$ cat config.mk
export PLATFORM = sky130hd
export DESIGN_NAME = cdb_arbiter
export DESIGN_NICKNAME = d
export VERILOG_FILES = /design/src/rtl/cdb_arbiter.sv
export SDC_FILE = /design/constraint.sdc
export NUM_CORES = 1
export LEC_CHECK = 0
export BUFFER_PORTS_ARGS = -buffer_cell sky130_fd_sc_hd__buf_4
export CAP_MARGIN = 20
export CORE_MARGIN = 10
export CORE_UTILIZATION = 26
export DETAILED_ROUTE_END_ITERATION = 10
export MAX_ROUTING_LAYER = met4
export PLACE_DENSITY = 0.48
export SYNTH_ARGS = -nofsm -noshare
export SYNTH_HDL_FRONTEND = slang
export SYNTH_SLANG_ARGS = --single-unit
$ cat constraint.sdc
create_clock -name clk -period 5.6 [get_ports clk]
set_clock_uncertainty 0.05 [all_clocks]
set_input_delay 0.28 -clock clk [delete_from_list [all_inputs] [get_ports clk]]
set_output_delay 0.28 -clock clk [all_outputs]
set_load 0.005 [all_outputs]
$ cat src/rtl/cdb_arbiter.sv
// Common data bus arbiter: three per-source result FIFOs (ALU1, ALU2, LSB)
// drained one result per cycle onto the CDB in round-robin order.
module cdb_arbiter #(
   parameter int unsigned FIFO_DEPTH = 2
) (
   input  logic        clk,
   input  logic        rst,
   input  logic        rdy,
   input  logic        rob_flush,
   input  logic        alu1_result_flag,
   input  logic [3:0]  alu1_result_rename,
   input  logic [31:0] alu1_result_value,
   output logic        alu1_busy,
   input  logic        alu2_result_flag,
   input  logic [3:0]  alu2_result_rename,
   input  logic [31:0] alu2_result_value,
   output logic        alu2_busy,
   input  logic        lsb_result_flag,
   input  logic [3:0]  lsb_result_rename,
   input  logic [31:0] lsb_result_value,
   output logic        lsb_busy,
   output logic        cdb_flag,
   output logic [3:0]  cdb_rename,
   output logic [31:0] cdb_value,
   output logic [1:0]  cdb_src,
   output logic        overflow_err
);

   localparam int unsigned NSRC  = 3;
   localparam int unsigned TAG_W = 4;
   localparam int unsigned VAL_W = 32;
   localparam int unsigned PTR_W = (FIFO_DEPTH > 1) ? $clog2(FIFO_DEPTH) : 1;
   localparam int unsigned CNT_W = PTR_W + 1;

   logic [TAG_W-1:0] tag_mem [NSRC][FIFO_DEPTH];
   logic [VAL_W-1:0] val_mem [NSRC][FIFO_DEPTH];
   logic [PTR_W-1:0] head    [NSRC];
   logic [PTR_W-1:0] tail    [NSRC];
   logic [CNT_W-1:0] count   [NSRC];
   logic [1:0]       rr;

   logic [NSRC-1:0]  in_flag;
   logic [TAG_W-1:0] in_tag  [NSRC];
   logic [VAL_W-1:0] in_val  [NSRC];
   logic [NSRC-1:0]  full;
   logic [NSRC-1:0]  nonempty;
   logic [NSRC-1:0]  deq;
   logic [NSRC-1:0]  enq;
   logic [NSRC-1:0]  drop;
   logic             grant_valid;
   logic [1:0]       grant_idx;
   logic [TAG_W-1:0] grant_tag;
   logic [VAL_W-1:0] grant_val;

   // (index) mod 3 for a sum of two values in 0..2
   function automatic logic [1:0] wrap3(input logic [2:0] s);
      return (s >= 3'd3) ? 2'(s - 3'd3) : 2'(s);
   endfunction

   // Gather the three producer interfaces into indexable form
   always_comb begin
      in_flag   = {lsb_result_flag, alu2_result_flag, alu1_result_flag};
      in_tag[0] = alu1_result_rename;
      in_tag[1] = alu2_result_rename;
      in_tag[2] = lsb_result_rename;
      in_val[0] = alu1_result_value;
      in_val[1] = alu2_result_value;
      in_val[2] = lsb_result_value;
   end

   // FIFO status flags
   always_comb begin
      full     = '0;
      nonempty = '0;
      for (int i = 0; i < NSRC; i++) begin
         full[i]     = (count[i] == CNT_W'(FIFO_DEPTH));
         nonempty[i] = (count[i] != '0);
      end
   end

   // Round-robin search from rr; the k=0 candidate is written last so it wins
   always_comb begin
      grant_valid = 1'b0;
      grant_idx   = 2'd0;
      for (int k = NSRC - 1; k >= 0; k--) begin
         if (nonempty[wrap3({1'b0, rr} + 3'(k))]) begin
            grant_valid = 1'b1;
            grant_idx   = wrap3({1'b0, rr} + 3'(k));
         end
      end
   end

   // Head entry of the granted FIFO
   always_comb begin
      grant_tag = tag_mem[grant_idx][head[grant_idx]];
      grant_val = val_mem[grant_idx][head[grant_idx]];
   end

   // Per-source enqueue/dequeue/drop decisions; a full FIFO being drained accepts
   always_comb begin
      deq  = '0;
      enq  = '0;
      drop = '0;
      for (int i = 0; i < NSRC; i++) begin
         deq[i]  = grant_valid && (grant_idx == 2'(i));
         enq[i]  = in_flag[i] && (!full[i] || deq[i]);
         drop[i] = in_flag[i] && full[i] && !deq[i];
      end
   end

   assign alu1_busy = full[0];
   assign alu2_busy = full[1];
   assign lsb_busy  = full[2];

   // FIFO pointers and occupancy
   always_ff @(posedge clk) begin
      if (!rst) begin
         for (int i = 0; i < NSRC; i++) begin
            head[i]  <= '0;
            tail[i]  <= '0;
            count[i] <= '0;
         end
      end else if (rdy) begin
         if (rob_flush) begin
            for (int i = 0; i < NSRC; i++) begin
               head[i]  <= '0;
               tail[i]  <= '0;
               count[i] <= '0;
            end
         end else begin
            for (int i = 0; i < NSRC; i++) begin
               if (enq[i]) tail[i] <= tail[i] + PTR_W'(1);
               if (deq[i]) head[i] <= head[i] + PTR_W'(1);
               if (enq[i] && !deq[i])      count[i] <= count[i] + CNT_W'(1);
               else if (!enq[i] && deq[i]) count[i] <= count[i] - CNT_W'(1);
            end
         end
      end
   end

   // FIFO payload storage
   always_ff @(posedge clk) begin
      if (rst && rdy && !rob_flush) begin
         for (int i = 0; i < NSRC; i++) begin
            if (enq[i]) begin
               tag_mem[i][tail[i]] <= in_tag[i];
               val_mem[i][tail[i]] <= in_val[i];
            end
         end
      end
   end

   // CDB broadcast register, round-robin pointer and sticky overflow flag
   always_ff @(posedge clk) begin
      if (!rst) begin
         cdb_flag     <= 1'b0;
         cdb_rename   <= '0;
         cdb_value    <= '0;
         cdb_src      <= 2'd0;
         rr           <= 2'd0;
         overflow_err <= 1'b0;
      end else if (rdy) begin
         if (rob_flush) begin
            cdb_flag <= 1'b0;
            rr       <= 2'd0;
         end else begin
            cdb_flag <= grant_valid;
            if (grant_valid) begin
               cdb_rename <= grant_tag;
               cdb_value  <= grant_val;
               cdb_src    <= grant_idx;
               rr         <= wrap3({1'b0, grant_idx} + 3'd1);
            end
            if (|drop) overflow_err <= 1'b1;
         end
      end
   end

endmodule
## Yosys cells after proc, flatten, opt, wreduce, memory -nomap -nowiden

Memory sizes are Yosys's and may differ from the RTL's.
Cells that the tools add are included.

- $add $sub $neg: 19
- Magnitude comparators: 14
- Equality and inequality tests: 5
- Multiplexer cells: 135
- Bitwise operators: 26
- Reduce and logical (&&, ||, !) cells: 45

Operator list:

| operator | count |
|---|---|
| $mux W32 | 6 |
| $mux W64 | 3 |
| $demux W32 S1 | 3 |
| $mux W1 | 90 |
| $mux W2 | 18 |
| $mux W4 | 6 |
| $mux W8 | 3 |
| $logic_and A1 B1 Y1 | 23 |
| $or A1 B1 Y1 | 21 |
| $demux W4 S1 | 3 |
| $ge A2 B2 Y1 const B | 5 |
| $logic_not A1 Y1 | 10 |
| $ge A3 B2 Y1 const B | 3 |
| $lt A2 B3 Y1 const B | 3 |
| $eq A2 B2 Y1 const B | 4 |
| $not A1 Y2 | 4 |
| $reduce_bool A2 Y1 | 4 |
| $sub A2 B2 Y2 const B | 4 |
| $add A1 B1 Y1 const B | 6 |
| $add A2 B1 Y2 const B | 3 |
| $add A2 B1 Y3 const B | 2 |
| $bmux W1 S2 | 3 |
| $lt A2 B1 Y1 const B | 3 |
| $reduce_and A3 Y1 | 2 |
| other kinds (8) | 12 |

- Register bits after elaboration: 42
- RAM bits: 228
- Output and inout bits: 43
- Logic and storage cells: 255
- Memories kept: 5

Memory list:

| name | words | width | read ports | clocked after memory_dff | write ports | RTL line | RTL |
|---|---|---|---|---|---|---|---|
| val_mem | 3 | 64 | 1 | 0 | 3 | 36 | `logic [VAL_W-1:0] val_mem [NSRC][FIFO_DEPTH];` |
| tag_mem | 3 | 8 | 1 | 0 | 3 | 35 | `logic [TAG_W-1:0] tag_mem [NSRC][FIFO_DEPTH];` |
| count | 3 | 2 | 3 | 0 | 3 | 39 | `logic [CNT_W-1:0] count [NSRC];` |
| head | 3 | 1 | 4 | 0 | 3 | 37 | `logic [PTR_W-1:0] head [NSRC];` |
| tail | 3 | 1 | 3 | 0 | 3 | 38 | `logic [PTR_W-1:0] tail [NSRC];` |

## Logic depth before layout (Yosys ltp)

- Depth after elaboration: 21
- Mapped depth: 12
- Mapped depth without buffers: 11

## Worst setup path after synthesis

OpenSTA, ideal clock, no wires.

- Kind: register to register
- From: reg rr[0]
- To: mem tag_mem[0][4] (netlist bit), enable pin
- Arrival time: 3.703 ns
- Required time: 5.121 ns
- Slack: 1.417 ns
- Stages on the path, launching flop included: 12
- Buffers on the path: 1
- Period minus slack after synthesis: 4.183 ns
- Cell sequence: dfxtp_1 -> inv_1 -> ha_1 -> nor3b_2 -> o21ai_1 -> nand2_1 -> inv_2 -> clkbuf_1 -> ha_1 -> o2111ai_2 -> a21o_1 -> nor2_1

RTL lines:

| element | RTL line | RTL |
|---|---|---|
| start: declaration | 40 | `logic [1:0] rr;` |
| start signal: assignment | 172 | `rr <= wrap3({1'b0, grant_idx} + 3'd1);` |
| end: declaration | 35 |  |

==> summary.md <==
| Metric | Value |
|---|---|
| Largest cells by area after synthesis | sky130_fd_sc_hd__edfxtp_1 (64%), sky130_fd_sc_hd__dfxtp_1 (7.8%), sky130_fd_sc_hd__a211o_1 (6.0%), sky130_fd_sc_hd__a21oi_1 (3.6%), sky130_fd_sc_hd__nand2_1 (3.2%) |
| Post-synth EDFFs | 228 |
| Crit-path max cell delay | 710 ps |
| Cell count after synthesis | 821 |
| Portion of the clock cycle consumed by the worst path in the final layout | 0.678 |
| Post-Route Hold Slack | 70.7 ps |
| Maximum clock path buffer count | 3 |
| WP buf/inv | 3 |
| Critical Path Fanout Max | 26 |
| Total global-route track usage | 0.133 |
| CTS tree | built |
| Final WS setup | 1810 ps |
| Half-perimeter wire length after placement | 20.3 mm |
| Wire length of the first global-routing pass | 50.2 mm |
| Sequential area share after synthesis | 0.716 |
| Cell chain of the critical path | inv_1, ha_1, nor3b_2, o21ai_1, nand2_4, clkinv_2, ha_1, o2111ai_2, a21o_1, nor2_4, buf_4 |
| Most used flip-flop cell after synthesis | sky130_fd_sc_hd__edfxtp_1 |
| Startpoint of the worst register-to-register path | rr[0] |
| Async set or reset register ratio after synthesis | 0 |
| GP Congestion | 0.760 |
| Setup-failing EPs final | 0 |
| Max capacitance violation total | 0 |
| Unrepaired setup endpoints after global routing | false |
| Synth Area per Inst | 13.1 sq um |
| Netlist Area Pre-Place | 10,700 sq um |
| Input/output buffers | 157 |
| Ports placed on the boundary | 158 |
| GRT Residual Overflow | 0 |
| Nature of the critical path endpoint | flip-flop |
| Final max-slew violation count | 0 |
| Cell type with the largest total area after synthesis | sky130_fd_sc_hd__edfxtp_1 |
| Proportion of netlist area held by the largest area contributor | 0.637 |
| Peak supply drop | 0.206 mV |
| Signed area change from the synthesized netlist to the final layout | 36.2% |
| Number of vias after detailed routing | 7,697 |
| Root Buffer Master | sky130_fd_sc_hd__clkbuf_16 |
| Synth warnings | 0 |
| Die area | 49,900 sq um |
| Number of nets at the end of the flow | 1,198 |
| Category of the critical setup timing path | flip-flop to flip-flop |
| Fmax | 264 MHz |
| Number of clock buffers inserted by TritonCTS | 31 |
| Vias in the first global route | 8,013 |
| Share of final-layout standard cells stronger than drive strength 1 | 0.218 |
| Type of origin of the critical path | flip-flop |
| Placeable core area | 40,800 sq um |
| Routed len/inst | 20.5 um |
| Area taken by flip-flops and latches | 7690 sq um |
| Detailed Route WL | 33.5 mm |
| Setup TNS | 0 ps |
| Hold path start | rdy |
| Final count of hold timing violations | 0 |
| CTS HTree Levels | 1 |
| DR vias/cell | 4.70 |
| Top Family by Delay on Critical Path | simple AND/OR/NAND/NOR gates |
| Number of nets produced by synthesis | 941 |
| Most frequent CP cell | sky130_fd_sc_hd__ha_1 |
| Critical Path Source | rr[0] |
| Worst setup slack after placement | 1740 ps |
| Max-slew headroom | 0.284 |
| Outcome | finished clean |
| Post-CTS resize count | 0 |
| Cell Rows | 74 |
| Min Clock Period, post-route | 3790 ps |
| Die outline width | 223 um |
| Maximum number of pins on one net before global-route repair | 80 |
| Number of DRC violations after detailed-routing iteration 0 | 554 |
| Post-detailed-route count of antenna-violating nets | 0 |
| Total DRC errors in the routed layout | 0 |
| Slew at the pin closest to its max-slew limit | 1070 ps |
| Hold Crit Class | input port to flip-flop |
| Multi-input combinational cell area | 2800 sq um |
| Post-synthesis register bit count | 270 |
| Power density cells | 363 nW/um^2 |
| Initial cell density of the core | 0.263 |
| Insertion delay of the later-clocked pin in the worst-skew pair | 580 ps |
| Arrival time at the worst endpoint | 4000 ps |
| Pre-Repair DR Iteration Count | 6 |
| Required time of the critical path | 5810 ps |
| Worst-path cell with the longest stage delay | sky130_fd_sc_hd__nor2_4 |
| Filler Cells Inserted | 3,968 |
| Clock Sinks | 270 |
| Clock slew at reported path FFs | 70 ps |
| Netlist cell types | 56 |
| Antenna violations before repair | 3 |
| Height of the chip | 223 um |
| Leakage dissipation | 5.46 nW |
==> worst paths after layout <==
kind | endpoint | slack, ps | cells after the start
worst max-delay path | val_mem[0][36] | 1810 | 11
worst min-delay path | cdb_flag | 70 | 3
worst max register to register | val_mem[0][36] | 1810 | 11
worst min register to register | cdb_src[0] | 420 | 2
==> registers in the layout (all words and copies together), names as in the netlist <==
register	count
val_mem	192
cdb_value	32
cdb_rename	4
overflow_err	1
tail	3
head	3
tag_mem	24
rr	2
cdb_src	2
cdb_flag	1
count	6
==> synth_stat cells, drive strengths merged, types with 3 or more instances <==
library cell,instances
o21ai,42
nand3,4
a21o,3
a21oi,77
buf,23
clkbuf,33
dfxtp,42
nor3,7
a211oi,3
inv,11
and2,5
edfxtp,228
a31oi,37
a211o,73
nand2,92
o31ai,4
nor2b,5
a21boi,4
ha,5
nor2,87
nand2b,4
==> timing repair <==
action,CTS,global route
endpoints found under the hold margin,217,0
buffers inserted,0,0
setup endpoints to repair,0,0
hold buffers,110,0
==> power breakdown <==
part | internal [mW] | switching [mW]
Clock | 1.21 | 0.831
Sequential | 2.25 | 0.0403
Combinational | 0.408 | 0.569
==> routing by layer <==
layer  up-vias  share of wire  GRT usage
li1       3613              -          -
met1      3813           0.47      0.179
met2       230           0.46      0.202
met3        41          0.056     0.0255
met4         0          0.018     0.0329
met5         -              0          -
==> logic make-up after synthesis <==
family | count (synthesis) | share of synthesized area
adders and majority gates | 6 | 0.00687
xor gates and xnor gates | 3 | 0.00245
and+or+nand+nor | 219 | 0.0882
buffers and inverters | 67 | 0.0290
AOI/OAI and AO/OA | 256 | 0.158
DFF | 270 | 0.716
==> worst min-delay path, cell delays in order <==
cell and delay [ps]:
sky130_fd_sc_hd__buf_4 160, sky130_fd_sc_hd__nor2b_1 110, sky130_fd_sc_hd__o21a_1 110
==> cells in the final DEF, fill, tap and decap left out, drive strengths merged, types with 3 or more instances in the layout <==
cell,n
a211o,73
a211oi,3
a21boi,4
a21o,3
a21oi,77
a31oi,37
and2,5
buf,170
clkbuf,46
clkinv,8
clkinvlp,3
dfxtp,42
diode,3
dlygate4sd3,110
edfxtp,228
ha,5
inv,10
nand2,92
nand2b,4
nand3,4
nor2,87
nor2b,5
nor3,7
o21ai,42
o31ai,4
==> layout make-up <==
cell class / count / share of cell area
flip-flops and latches: 270 / 0.525
multi-input cells: 484 / 0.191
repair buffers: 280 / 0.164
clock buffers: 46 / 0.0623
well taps: 532 / 0.0455
clock inverters: 12 / 0.00846
inverters: 11 / 0.00299
diodes: 3 / 0.000513
==> metrics by stage <==
stage	cells	utilization	area, sq um	power [mW]
3_3_place_gp	1466	0.305	12500	3.25
2_1_floorplan	821	-	10700	2.89
5_1_grt	1638	0.358	14600	5.54
4_1_cts	1635	0.358	14600	5.37
6_report	1638	0.358	14600	5.31
3_5_place_dp	1467	0.306	12500	3.26
(Power assumes the default switching activity.)
